File: config.mk
export PLATFORM = sky130hd
export DESIGN_NAME = dds_phase_streamer
export DESIGN_NICKNAME = d
export VERILOG_FILES = /design/src/rtl/dds_pkg.sv /design/src/rtl/dds_sample_fifo.sv /design/src/rtl/dds_phase_streamer.sv
export SDC_FILE = /design/constraint.sdc
export NUM_CORES = 1
export LEC_CHECK = 0
export CELL_PAD_IN_SITES_DETAIL_PLACEMENT = 1
export CELL_PAD_IN_SITES_GLOBAL_PLACEMENT = 1
export CORE_MARGIN = 8
export CORE_UTILIZATION = 36
export CTS_CLUSTER_DIAMETER = 150
export DETAILED_ROUTE_END_ITERATION = 7
export GPL_ROUTABILITY_DRIVEN = 0
export PLACE_DENSITY = 0.72
export RECOVER_POWER = 100
export SYNTH_ARGS = -nofsm -noshare
export SYNTH_HDL_FRONTEND = slang
export SYNTH_SLANG_ARGS = --single-unit
File: constraint.sdc
create_clock -name clk -period 7.1 [get_ports clk]
set_input_delay 0.71 -clock clk [delete_from_list [all_inputs] [get_ports clk]]
set_output_delay 0.71 -clock clk [all_outputs]
set_load 0.02 [all_outputs]
File: src/rtl/dds_pkg.sv
// Shared DDS constants and types: control-register bit positions (also used by
// the clock divider) and default datapath widths.
package dds_pkg;

   localparam int DDS_CTRL_RST_BIT  = 0;
   localparam int DDS_CTRL_STRT_BIT = 1;
   localparam int DDS_PHASE_W       = 32;
   localparam int DDS_OUT_W         = 16;

   typedef logic [DDS_PHASE_W-1:0] phase_t;
   typedef logic [DDS_OUT_W-1:0]   sample_t;

endpackage

File: src/rtl/dds_sample_fifo.sv
// Small synchronous FIFO for phase samples. A push into a full FIFO is accepted
// when a pop happens on the same edge; there is no empty-FIFO bypass.
module dds_sample_fifo #(
   parameter int W     = 16,
   parameter int DEPTH = 4
) (
   input  logic                         clk,
   input  logic                         a_rst_n,
   input  logic                         clr,
   input  logic                         push,
   input  logic                         pop,
   input  logic [W-1:0]                 din,
   output logic [W-1:0]                 dout,
   output logic                         full,
   output logic                         empty,
   output logic [$clog2(DEPTH+1)-1:0]   count
);

   localparam int AW = $clog2(DEPTH);
   localparam int CW = $clog2(DEPTH+1);

   logic [W-1:0]  mem [DEPTH];
   logic [AW-1:0] wr_ptr;
   logic [AW-1:0] rd_ptr;
   logic          do_push;
   logic          do_pop;

   assign empty   = (count == '0);
   assign full    = (count == CW'(DEPTH));
   assign do_pop  = pop && !empty;
   assign do_push = push && (!full || do_pop);
   assign dout    = mem[rd_ptr];

   always_ff @(posedge clk) begin
      if (!a_rst_n || clr) begin
         for (int i = 0; i < DEPTH; i++) mem[i] <= '0;
      end else if (do_push) begin
         mem[wr_ptr] <= din;
      end
   end

   // Pointer widths equal log2(DEPTH), so increments wrap modulo DEPTH.
   always_ff @(posedge clk) begin
      if (!a_rst_n || clr) begin
         wr_ptr <= '0;
         rd_ptr <= '0;
         count  <= '0;
      end else begin
         if (do_push) wr_ptr <= wr_ptr + AW'(1);
         if (do_pop)  rd_ptr <= rd_ptr + AW'(1);
         case ({do_push, do_pop})
            2'b10:   count <= count + CW'(1);
            2'b01:   count <= count - CW'(1);
            default: count <= count;
         endcase
      end
   end

endmodule

File: src/rtl/dds_phase_streamer.sv
// DDS phase accumulator with offset, sample FIFO and AXI4-Stream output.
// Samples arriving into a full FIFO are dropped and counted; the timebase never stalls.
module dds_phase_streamer
   import dds_pkg::*;
#(
   parameter int PHASE_W       = DDS_PHASE_W,
   parameter int OUT_W         = DDS_OUT_W,
   parameter int FIFO_DEPTH    = 4,
   parameter int CTRL_RST_BIT  = DDS_CTRL_RST_BIT,
   parameter int CTRL_STRT_BIT = DDS_CTRL_STRT_BIT
) (
   input  logic              clk,
   input  logic              a_rst_n,
   input  logic              i_ckdivider_sample_en,
   input  logic [31:0]       i_dds_ftw_reg,
   input  logic [31:0]       i_dds_phase_off_reg,
   input  logic [31:0]       i_dds_ctrl_reg,
   output logic [OUT_W-1:0]  o_dds_tdata,
   output logic              o_dds_tvalid,
   input  logic              i_dds_tready,
   output logic              o_dds_ovf,
   output logic [15:0]       o_dds_drop_cnt
);

   localparam int OCC_W = $clog2(FIFO_DEPTH+1);

   logic [PHASE_W-1:0] acc;
   logic [PHASE_W-1:0] phase_sum;
   logic [OUT_W-1:0]   sample;
   logic               soft_rst;
   logic               run;
   logic               sample_evt;
   logic               pop;
   logic               push;
   logic               drop;
   logic               fifo_full;
   logic               fifo_empty;
   logic [OCC_W-1:0]   occ;
   logic               unused_regs;

   assign unused_regs = ^{i_dds_ctrl_reg, i_dds_ftw_reg, i_dds_phase_off_reg};

   assign soft_rst   = i_dds_ctrl_reg[CTRL_RST_BIT];
   assign run        = i_dds_ctrl_reg[CTRL_STRT_BIT];
   assign sample_evt = run && i_ckdivider_sample_en && !soft_rst;

   assign phase_sum  = acc + i_dds_phase_off_reg[PHASE_W-1:0];
   assign sample     = phase_sum[PHASE_W-1 -: OUT_W];

   // tvalid comes only from registered occupancy, never from tready.
   assign o_dds_tvalid = (occ != '0);
   assign pop          = !fifo_empty && i_dds_tready;
   assign push         = sample_evt && (!fifo_full || pop);
   assign drop         = sample_evt && fifo_full && !pop;

   // The accumulator advances on every sample event, dropped or not.
   always_ff @(posedge clk) begin
      if (!a_rst_n || soft_rst) begin
         acc <= '0;
      end else if (sample_evt) begin
         acc <= acc + i_dds_ftw_reg[PHASE_W-1:0];
      end
   end

   always_ff @(posedge clk) begin
      if (!a_rst_n || soft_rst) begin
         o_dds_ovf      <= 1'b0;
         o_dds_drop_cnt <= '0;
      end else if (drop) begin
         o_dds_ovf <= 1'b1;
         if (o_dds_drop_cnt != 16'hFFFF) o_dds_drop_cnt <= o_dds_drop_cnt + 16'd1;
      end
   end

   dds_sample_fifo #(
      .W     (OUT_W),
      .DEPTH (FIFO_DEPTH)
   ) u_fifo (
      .clk     (clk),
      .a_rst_n (a_rst_n),
      .clr     (soft_rst),
      .push    (push),
      .pop     (pop),
      .din     (sample),
      .dout    (o_dds_tdata),
      .full    (fifo_full),
      .empty   (fifo_empty),
      .count   (occ)
   );

endmodule

==> metrics.md <==
| Metric | Value |
|---|---|
| Outcome | finished, violations left |
| Failing checks | capacitance limit, slew limit |
| Largest family of logic cells by synthesized area | simple AND/OR/NAND/NOR gates |
| Initial DRC count | 213 |
| Cts repair resizes | 0 |
| Worst hold-check path type | flop to flop |
| Max Clock Freq | 0.213 GHz |
| Compound-Gate Fraction of Synth Area | 16.6% |
| Global Route Usage Sum | 17.2% |
| Max-Cap Viols | 2 |
| Worst-margin pin slew | 2730 ps |
| Net Count, Synth | 925 |
| # nets final | 1030 |
| Die area | 0.0253 mm^2 |
| TritonCTS Buffers | 17 |
| Fin. max-slew vios | 51 |
| Synthesized area | 0.00736 mm^2 |
| Clock Sink Count | 122 |
| Simple-Gate Fraction of Synth Area | 17.0% |
| Power per cell area | 206 mW/mm^2 |
| # IOs | 134 |
| Die width | 159 um |
| Post-CTS Setup Repair Bufs | 0 |
| Antenna violations before repair | 1 |
| Buffers on Ports | 103 |
| Final Power | 0.00191 W |
| Yosys reg bits | 122 |
| Hold Vio Cnt, Final | 0 |
| DR WL/cell | 18.8 um |
| Die Ht | 159 um |
| Seq/Total Area, Yosys | 41.9% |
| Detailed Routing Iterations Pass 1 | 4 |
| Synth cell types | 57 |
| Adder-cell share of the synthesized area | 11.2% |
| Critical path required time | 7080 ps |
| CP endpoint kind | flop |
| Layout cell share with drive strength beyond 1 | 6.26% |
| First-pass GRT wire length | 34.8 mm |
| Sequential fraction of design power | 40.4% |
| Avg Cell Area, Syn | 9.69 um^2 |
| Final setup violation count | 0 |
| Via count | 6083 |
| Synthesized netlist cell count | 760 |
| Post-synth EDFFs | 64 |
| Final hold slack | 482 ps |
| Leakage power | 3.84 nW |
| CTS tree | built |
| Synthesis-to-layout area growth | 26.0% |
| Largest net degree at the start of global routing | 34 |
| DRC Markers | 0 |
| Period minus WS final | 4690 ps |
| Longest Clk Path Bufs | 2 |
| Final period utilization | 66.0% |
| CP Class | input pin to flop |
| Vias in the first global route | 6463 |
| Post-synth ARST share | 0% |
| Post-synthesis xor/xnor area fraction | 6.30% |
| Row count | 52 |
| Psw | 0.000480 W |
| Setup_tns | 0 ps |
| Worst Setup Start Kind | input pin |
| Worst IR drop on VDD | 0.000162 V |
| Worst Skew | 9.49 ps |
| Core Area | 0.0202 mm^2 |
| Worst-skew pair later-pin latency | 420 ps |
| Initial Util | 36.5% |
| Max-slew headroom | -83.7% |
| CTS Root Cell | clkbuf_16 |
| Grt total ovfl | 0 |
| H-tree depth | 4 |
| CP arrival | 4670 ps |
| Post-CTS Hold Buffers | 0 |
| Detail Route Antenna Nets | 0 |
| Mux contribution to synthesized area | 5.16% |
| RSZ-0062 raised after global routing | no |
| Via density | 5.29 |
| Switching share of power | 25.1% |
| HPWL after DPL | 16.2 mm |
| Fillers | 2290 |
| Pint | 0.00143 W |
| Combinational fraction of design power | 11.2% |
| Crit-path max FO | 16 |
| Synth warn | 0 |
| Final WL | 21.6 mm |
| Part of the power in the clock network | 48.3% |
| Clock Pin Slew Worst Setup and Hold Paths | 60 ps |
| Ys flop type | edfxtp_1 |
-- flip-flops by register name, indices dropped and copies added (netlist names), named ones only --
register	flops
o_dds_ovf	1
u_fifo.wr_ptr	2
u_fifo.mem	64
o_dds_drop_cnt	16
u_fifo.rd_ptr	2
acc	32
u_fifo.count	3
-- cells by family (layout without fill, tap and decap cells) --
kind of cell               count (synthesis)  after routing
muxes                                     18             18
buffers and inverters                     36            154
DFF                                      122            122
and+or+nand+nor                          276            276
xor gates and xnor gates                  53             53
adders and majority gates                 65             65
AOI/OAI and AO/OA                        190            190
other                                      0              1
-- per-stage QoR --
step           cells  worst slack, ps  utilization, %  cell area [um^2]
3_3_place_gp    1116             2420            43.1              8690
5_1_grt         1149             1990            46.0              9280
6_report        1149             2410            46.0              9280
4_1_cts         1148             2700            46.3              9330
2_1_floorplan    760             3780               -              7360
3_5_place_dp    1116             2330            43.1              8690
-- placed cells by master (no fill, tap or decap), types with 3 or more instances in the layout --
cell type	instances
a211oi_1	8
a21boi_0	4
a21o_1	25
a21oi_1	78
a221o_1	5
a31oi_1	6
and2_1	6
and3_1	18
and4_1	4
buf_4	3
clkbuf_16	21
clkdlybuf4s50_1	63
clkinv_4	4
dfxtp_1	58
dlygate4sd3_1	40
edfxtp_1	64
ha_1	63
inv_1	14
inv_6	3
mux4_2	16
nand2_1	90
nand2b_1	4
nand3_1	8
nand4_1	12
nor2_1	107
nor2b_1	4
nor3_1	7
o211ai_1	5
o21a_1	4
o21ai_0	28
o21bai_1	11
or3_1	7
xnor2_1	28
xor2_1	25
-- metal layers --
metal	routed length, um	share of wire (%)	global-route usage (%)	vias to the layer above
li1	-	-	-	2994
met1	9880	46	21.5	2961
met2	10500	49	29.0	107
met3	819	3.8	3.90	21
met4	367	1.7	5.62	0
met5	0	0	0	-
-- worst paths after layout --
check	startpoint	end	slack (ps)	cells past startpoint
setup reg to reg	acc[0]	acc[20]	3090	11
setup / recovery	i_dds_ctrl_reg[1]	u_fifo.mem[3][9]	2410	6
hold / removal	acc[8]	acc[8]	480	2
hold reg to reg	acc[8]	acc[8]	480	2
-- power groups by stage --
stage	combinational, W	clock [W]	sequential (W)
final	0.000215	0.000925	0.000774
after detailed placement	0.000220	0	0.000789
after global placement	0.000217	0	0.000788
after floorplan	0.000127	0	0.000784
after global routing	0.000236	0.000972	0.000776
after CTS	0.000222	0.000943	0.000774
-- Yosys cell counts, types with 5 or more instances --
cell	instances	share of area, %
nor2_1	107	5.5
nand2_1	90	4.6
a21oi_1	77	5.2
edfxtp_1	64	26
ha_1	63	11
dfxtp_1	58	16
xnor2_1	28	3.3
o21ai_0	27	1.8
a21o_1	25	2.5
xor2_1	25	3.0
and3_1	18	1.5
clkbuf_1	18	0.92
mux4_2	16	4.9
inv_1	14	0.71
nand4_1	12	1.0
o21bai_1	11	1.1
nand3_1	8	0.54
a211oi_1	7	0.71
and2_1	7	0.59
or3_1	7	0.59
a31oi_1	6	0.51
nor3_1	6	0.41
a221o_1	5	0.68
o211ai_1	5	0.51
-- final cells by class --
class | count | area [um^2] | share of cell area [%]
Sequential cell | 122 | 3080 | 33.2
Clock inverter | 11 | 116 | 1.25
Antenna cell | 1 | 2.50 | 0.0270
Multi-Input combinational cell | 602 | 4100 | 44.2
Inverter | 14 | 52.6 | 0.566
Tap cell | 270 | 338 | 3.64
Timing Repair Buffer | 108 | 1060 | 11.4
Clock buffer | 21 | 526 | 5.66
-- critical path: stages --
cell and delay [ps]:
dlygate4sd3_1 540, and2_0 700, nand2b_1 190, nor2_1 340
nand2_1 140, o21ai_0 2040
No activity file was read; power rests on OpenSTA's default activity.
